`src/rtl/mem_arbiter.sv`:
```
// mem_arbiter: slot-based arbiter sharing the 8-bit external memory bus between CPU and DMA.
// Define ARB_ROUND_ROBIN_EN for round-robin ties; otherwise DMA has priority with a burst limit.
module mem_arbiter #(
    parameter int WAIT      = 1,
    parameter int DMA_BURST = 4
) (
    input  logic        clock,
    input  logic        reset,
    input  logic        cpu_req,
    input  logic [19:0] cpu_address,
    input  logic [7:0]  cpu_out,
    input  logic        cpu_wren,
    output logic        cpu_ready,
    output logic [7:0]  cpu_data,
    input  logic        dma_req,
    input  logic [19:0] dma_address,
    input  logic [7:0]  dma_out,
    input  logic        dma_wren,
    output logic        dma_ack,
    output logic [7:0]  dma_data,
    output logic [19:0] mem_address,
    output logic [7:0]  mem_out,
    output logic        mem_wren,
    input  logic [7:0]  mem_data
);
    typedef enum logic [1:0] {IDLE, ACC, DONE} state_t;

    localparam logic [2:0] WAITV = 3'(WAIT);

    state_t     state;
    logic [2:0] cnt;
    logic       owner;
    logic       wr;
    logic       pick_dma;

`ifdef ARB_ROUND_ROBIN_EN
    logic last_owner;

    // a tie goes to whichever port did not win the previous slot
    always_comb pick_dma = dma_req & (~cpu_req | ~last_owner);
`else
    localparam logic [3:0] BURSTV = 4'(DMA_BURST);

    logic [3:0] bcnt;

    // DMA wins unless it has used up its burst while the CPU waits
    always_comb pick_dma = dma_req & ~(cpu_req & (bcnt == BURSTV));
`endif

    // slot sequencer: grant in IDLE, hold the bus in ACC, pulse ready in DONE
    always_ff @(posedge clock) begin
        if (reset) begin
            state       <= IDLE;
            cnt         <= 3'd0;
            owner       <= 1'b0;
            wr          <= 1'b0;
            cpu_ready   <= 1'b0;
            cpu_data    <= 8'd0;
            dma_ack     <= 1'b0;
            dma_data    <= 8'd0;
            mem_address <= 20'd0;
            mem_out     <= 8'd0;
            mem_wren    <= 1'b0;
`ifdef ARB_ROUND_ROBIN_EN
            last_owner  <= 1'b1;
`else
            bcnt        <= 4'd0;
`endif
        end else begin
            unique case (state)
                IDLE: begin
                    if (cpu_req | dma_req) begin
                        owner       <= pick_dma;
                        mem_address <= pick_dma ? dma_address : cpu_address;
                        mem_out     <= pick_dma ? dma_out : cpu_out;
                        mem_wren    <= pick_dma ? dma_wren : cpu_wren;
                        wr          <= pick_dma ? dma_wren : cpu_wren;
                        cnt         <= 3'd0;
                        state       <= ACC;
`ifdef ARB_ROUND_ROBIN_EN
                        last_owner  <= pick_dma;
`else
                        bcnt <= (pick_dma & cpu_req) ? bcnt + 4'd1 : 4'd0;
`endif
                    end
                end
                ACC: begin
                    mem_wren <= 1'b0;
                    cnt      <= cnt + 3'd1;
                    if (cnt == WAITV) begin
                        state <= DONE;
                        if (owner) begin
                            dma_ack <= 1'b1;
                            if (!wr) dma_data <= mem_data;
                        end else begin
                            cpu_ready <= 1'b1;
                            if (!wr) cpu_data <= mem_data;
                        end
                    end
                end
                DONE: begin
                    cpu_ready <= 1'b0;
                    dma_ack   <= 1'b0;
                    state     <= IDLE;
                end
                default: state <= IDLE;
            endcase
        end
    end
endmodule

```
`config.mk`:
```
export PLATFORM = sky130hd
export DESIGN_NAME = mem_arbiter
export DESIGN_NICKNAME = d
export VERILOG_FILES = /design/src/rtl/mem_arbiter.sv
export SDC_FILE = /design/constraint.sdc
export NUM_CORES = 1
export LEC_CHECK = 0
export CORE_ASPECT_RATIO = 1.4
export CORE_MARGIN = 4
export CORE_UTILIZATION = 45
export CTS_CLUSTER_SIZE = 30
export DETAILED_ROUTE_END_ITERATION = 8
export PLACE_DENSITY = 0.82
export REMOVE_ABC_BUFFERS = 1
export SYNTH_ARGS = -nofsm -noshare
export SYNTH_HDL_FRONTEND = slang
export SYNTH_SLANG_ARGS = --single-unit
export TNS_END_PERCENT = 5
```
`constraint.sdc`:
```
create_clock -name clock -period 3.75 [get_ports clock]
set_input_delay 0.75 -clock clock [delete_from_list [all_inputs] [get_ports clock]]
set_output_delay 0.75 -clock clock [all_outputs]
set_load 0.01 [all_outputs]
```
# Word-level counts from Yosys, hierarchy flattened
# Index checks and enable logic that the tools add are counted.
# word_totals
input_bits,70
out_inout_bits,47
elab_cells,56
regBits,58
# op_classes
n_mux,17
reduce_logical,10
n_addsub,2
eq_ne,8
bitwise_logic,7
# op_table
operator,n
20-bit 2-to-1 mux,1
8-bit 2-to-1 mux,1
"2-bit != test, second input constant",4
4-bit AND reduction,2
1-bit 2-to-1 mux,6
1-bit one-hot mux with 2 select lines,3
3-bit one-hot mux with 2 select lines,1
2-bit AND reduction,3
3-bit AND reduction,2
"4-bit by 1-bit adder with 4-bit output, second input constant",1
"4-bit by 3-bit equality test with 1-bit output, second input constant",1
2-bit 2-to-1 mux,2
4-bit 2-to-1 mux,1
2-bit one-hot mux with 2 select lines,1
2-bit nonzero test,2
"3-bit by 1-bit adder with 3-bit output, second input constant",1
1-bit bitwise AND,3
"3-bit by 1-bit equality test with 1-bit output, second input constant",1
3-bit 2-to-1 mux,1
1-bit NOT,3
"2-bit by 1-bit equality test with 1-bit output, second input constant",1
"2-bit equality test, second input constant",1
2-bit logical NOT,1
1-bit bitwise OR,1

# Logic depth before layout (Yosys ltp)
# depth
word_depth,7
ltp_mapped,7
mapped_depth_nobuf,6

# Worst setup path before layout
# OpenSTA, ideal clock, no wires.
# synth_timing
kind,input -> register
start,input cpu_req
end,register wr
arrival_ps,1519
t_required_ps,3602
setup_time_ps,148
path_buffers,1
stages,5
setup_slack_ps,2084
path_cell_list,nand4b_1 > and2_1 > buf_2 > a211oi_2 > a211oi_1
# synth_between
elab_chain_len,4
elab_cells_between_ends,6
classes_between,1 x mux; 4 x bitwise; 1 x reduce/logical
# synth_lines
element,line_no,rtl
from (decl),9,"input logic cpu_req,"
1-bit bitwise AND,47,always_comb pick_dma = dma_req & ~(cpu_req & (bcnt == BURSTV));
1-bit NOT,47,
1-bit bitwise AND,47,
1-bit 2-to-1 mux,77,wr <= pick_dma ? dma_wren : cpu_wren;
to (signal assigned),77,
to (decl),33,logic wr;
# Parallel ways exist; a longest one is shown, timed or not.
# A chain may end at the register's enable or synchronous reset.

# Worst setup path after layout
# layout_timing
start,input cpu_req
end,register mem_out[2]
# layout_between
elab_chain_len,4
elab_cells_between_ends,6
classes_between,1 x mux; 4 x bitwise; 1 x reduce/logical
# layout_lines
element,line_no,rtl
1-bit bitwise AND,47,
1-bit NOT,47,
1-bit bitwise AND,47,
8-bit 2-to-1 mux,75,mem_out <= pick_dma ? dma_out : cpu_out;
to (signal assigned),75,
to (decl),22,"output logic [7:0] mem_out,"
# Parallel ways exist; a longest one is shown, timed or not.

==> impl_metrics.tcl <==
set metrics [dict create \
    htreeDepth 3 \
    grt.met3_usage_pct 6.90 \
    hold_class "reg -> reg" \
    io_buffers 116 \
    synthFlopType "dfxtp_1" \
    die_area_um2 7070 \
    clock-sinks 58 \
    cts_tree "done" \
    path_buf_inv 2 \
    critPathKind "in -> reg" \
    skew_ps 6.44 \
    yosysWarnings 0 \
    busiest_layer "met2" \
    combPwrFrac_pct 23.6 \
    cp.required_ps 3990 \
    path_delay_family "buffers and inverters" \
    netlist_instances 299 \
    regToRegEndpoint "mem_out[2]" \
    cts.clk_slew.worst_paths_ps 70 \
    postCtsHoldBufs 0 \
    tns_ps 0 \
    post-route-drc-count 0 \
    syn2layout_area_growth_pct 52.1 \
    cpPeakStageDelay_ps 500 \
    grtUsageTotal_pct 21.4 \
    p_switching_uw 450 \
    min_period_ps 2330 \
    ys_seq_area_share_pct 44.7 \
    drtPass1Iterations 4 \
    slowest_stage "and2_1" \
    synthAdderAreaFrac_pct 1.93 \
    initial_core_util_pct 46.7 \
    grt_overflow 0 \
    routed_wl_um 7380 \
    fillers 450 \
    core-area_um2 5570 \
    max_slew_margin_pct 45.2 \
    drive_gt1_share_pct 12.2 \
    post_cts_buffers 0 \
    synth-edff-count 0 \
    grt_max_degree 37 \
    grt_pass1_wl_um 12000 \
    r2r.worst_path.cells 7 \
    die-height_um 97.9 \
    fp-row-count 32 \
    finalHoldViolations 0 \
    dpl.hpwl_um 5420 \
    synth-xor-area-share_pct 0.337 \
    fin_crit_sh_pct 62.1 \
    numCtsBuffers 9 \
    worst_r2r_startpoint "bcnt[0]" \
    synth.avg_cell_area_um2 8.69 \
    post_cts_resized 0 \
    diodes 0 \
    synth_cell_types 35 \
    ys_async_sr_fraction_pct 0 \
    switching_share_pct 28.8 \
    vias 2525 \
    met2_usage_pct 36.9 \
    place_congestion 0.787 \
    synth_compound_area_share_pct 23.2 \
    worstSkewPairLatency_ps 330 \
    synthSimpleGateAreaFrac_pct 21.2 \
    crit_fanout 16 \
    avgRoutedWirePerCell_um 15.2 \
    ant_nets 0 \
    p_int_uw 1110 \
    whs_endpoint "cpu_data[6]" \
    die_w_um 72.2 \
    setup-violations-final 0 \
    ys_ff_latch 58 \
    cts_buffer_depth 2 \
    cts_root_buffer "clkbuf_8" \
    maxSlewViolCount 0 \
    pin_count 117 \
    nNetsFinal 486 \
    power_frac_clock_pct 32.0 \
    leakage_uw 0.00150 \
    synth_mux_area_share_pct 3.51 \
    p_per_area_nw_per_um2 396 \
    rrSetupSlack_ps 1660 \
    worst_slew_pin_slew_ps 822 \
    grt_pass1_vias 2608 \
    whs_ps 459 \
    drt-initial-drc-count 102 \
    vias_per_cell 5.21 \
    worst_setup_path_start_kind "input pin" \
    vdd_drop_max_uv 286 \
    cap_viol_max_count 0 \
    synth_top_family_by_area "compound AO/OA/AOI/OAI gates" \
    hp-start "cpu_data[6]" \
    crit_path_end_kind "flop" \
    syn_area_um2 2600 \
    antenna_found_initial 0 \
    rsz0062_at_grt "no" \
    max_freq_mhz 429 \
    timing.critical_path.cells "clkdlybuf4s50_1 -> nand4b_1 -> and2_1 -> buf_4 -> a21oi_1 -> a211oi_1" \
    status "finished clean" \
    arrival_ps 2570 \
    p_seq_share_pct 44.4 \
    grt_util_met1_pct 22.8 \
    hold_depth 2 \
]
cell usage after synthesis (2+ instances only):
| master | number | area share [%] |
|---|---|---|
| a211oi_2 | 21 | 10 |
| buf_2 | 11 | 2.1 |
| a31oi_1 | 3 | 0.72 |
| o21ai_0 | 2 | 0.39 |
| buf_6 | 2 | 0.87 |
| nand2b_1 | 4 | 0.96 |
| nor3_1 | 5 | 0.96 |
| ha_1 | 4 | 1.9 |
| a22oi_1 | 3 | 0.87 |
| mux2i_1 | 8 | 3.1 |
| nor2_1 | 47 | 6.8 |
| a211oi_1 | 9 | 2.6 |
| inv_1 | 7 | 1.0 |
| a21oi_1 | 41 | 7.9 |
| dfxtp_1 | 58 | 45 |
| nand3_1 | 3 | 0.58 |
| clkbuf_1 | 6 | 0.87 |
| nand2_1 | 48 | 6.9 |
sequential cells by signal, indices dropped and copies added (netlist names):
| register | cells |
|---|---|
| wr | 1 |
| mem_address | 20 |
| dma_data | 8 |
| cpu_data | 8 |
| dma_ack | 1 |
| cpu_ready | 1 |
| state | 2 |
| mem_wren | 1 |
| cnt | 3 |
| mem_out | 8 |
| bcnt | 4 |
| owner | 1 |
kinds of logic (layout without fill, tap and decap cells):
group,after synthesis,count (layout)
adder cells (fa/ha/maj),4,4
multiplexers,9,9
flip-flops,58,58
XOR/XNOR,1,1
buffers and inverters,27,145
AND/OR/NAND/NOR,119,119
AO/OA/AOI/OAI,81,81
worst reg2reg max path: stages, from the launching register on:
cell and delay, ps:
dfxtp_1 390, inv_1 70, ha_1 220, nand4b_1 150
and2_1 500, buf_4 320, a21oi_1 100, a211oi_1 260
power groups by stage:
stage | sequential (uW) | clock, uW | combinational (uW)
floorplan | 722 | 0 | 143
global placement | 706 | 0 | 364
detailed placement | 707 | 0 | 370
CTS | 695 | 510 | 373
global route | 701 | 541 | 400
finish | 695 | 501 | 369
cells in the final DEF, fill, tap and decap left out, types with 3 or more instances in the layout:
cell	instances
clkdlybuf4s50_1	115
dfxtp_1	58
nand2_1	48
nor2_1	47
a21oi_1	41
a211oi_2	21
clkbuf_8	10
a211oi_1	9
mux2i_1	8
inv_1	7
buf_4	6
nand2b_1	4
nor3_1	4
ha_1	4
a22oi_1	3
nand3_1	3
a31oi_1	3
clkinv_2	3
routing by layer:
layer | vias to the layer above | share of wire [%]
li1 | 1254 | -
met1 | 1162 | 38
met2 | 92 | 51
met3 | 17 | 7.8
met4 | 0 | 3.0
met5 | - | 0
worst max path at each step:
stage	endpoint	depth (start not counted)	startpoint	slack (ps)
detailed placement	mem_out[0]	6	cpu_req	1080
floorplan	mem_address[0]	4	cpu_req	1000
global route	mem_out[2]	6	cpu_req	1180
CTS	mem_out[2]	6	cpu_req	1400
finish	mem_out[2]	6	cpu_req	1420
global placement	mem_out[3]	6	cpu_req	1120
cell type report:
| class | count | area [um^2] | area share [%] |
|---|---|---|---|
| sequential | 58 | 1160 | 29.4 |
| clock buffer | 11 | 141 | 3.58 |
| clock inverter | 5 | 30.0 | 0.759 |
| multi-input combinational | 214 | 1310 | 33.1 |
| timing repair buffer | 122 | 1200 | 30.4 |
| inverter | 7 | 26.3 | 0.665 |
| tap | 68 | 85.1 | 2.15 |
metrics by stage:
| step | total power [uW] | area, um^2 | utilization (%) | worst slack, ps | cells |
|---|---|---|---|---|---|
| after CTS | 1580 | 3950 | 71.0 | 1400 | 485 |
| after detailed placement | 1080 | 3780 | 68.0 | 1080 | 469 |
| after global placement | 1070 | 3780 | 68.0 | 1120 | 469 |
| after floorplan | 866 | 2490 | - | 999 | 279 |
| final | 1560 | 3950 | 71.0 | 1420 | 485 |
| after global routing | 1640 | 3950 | 71.0 | 1180 | 485 |
No activity file was read; power rests on OpenSTA's default activity.
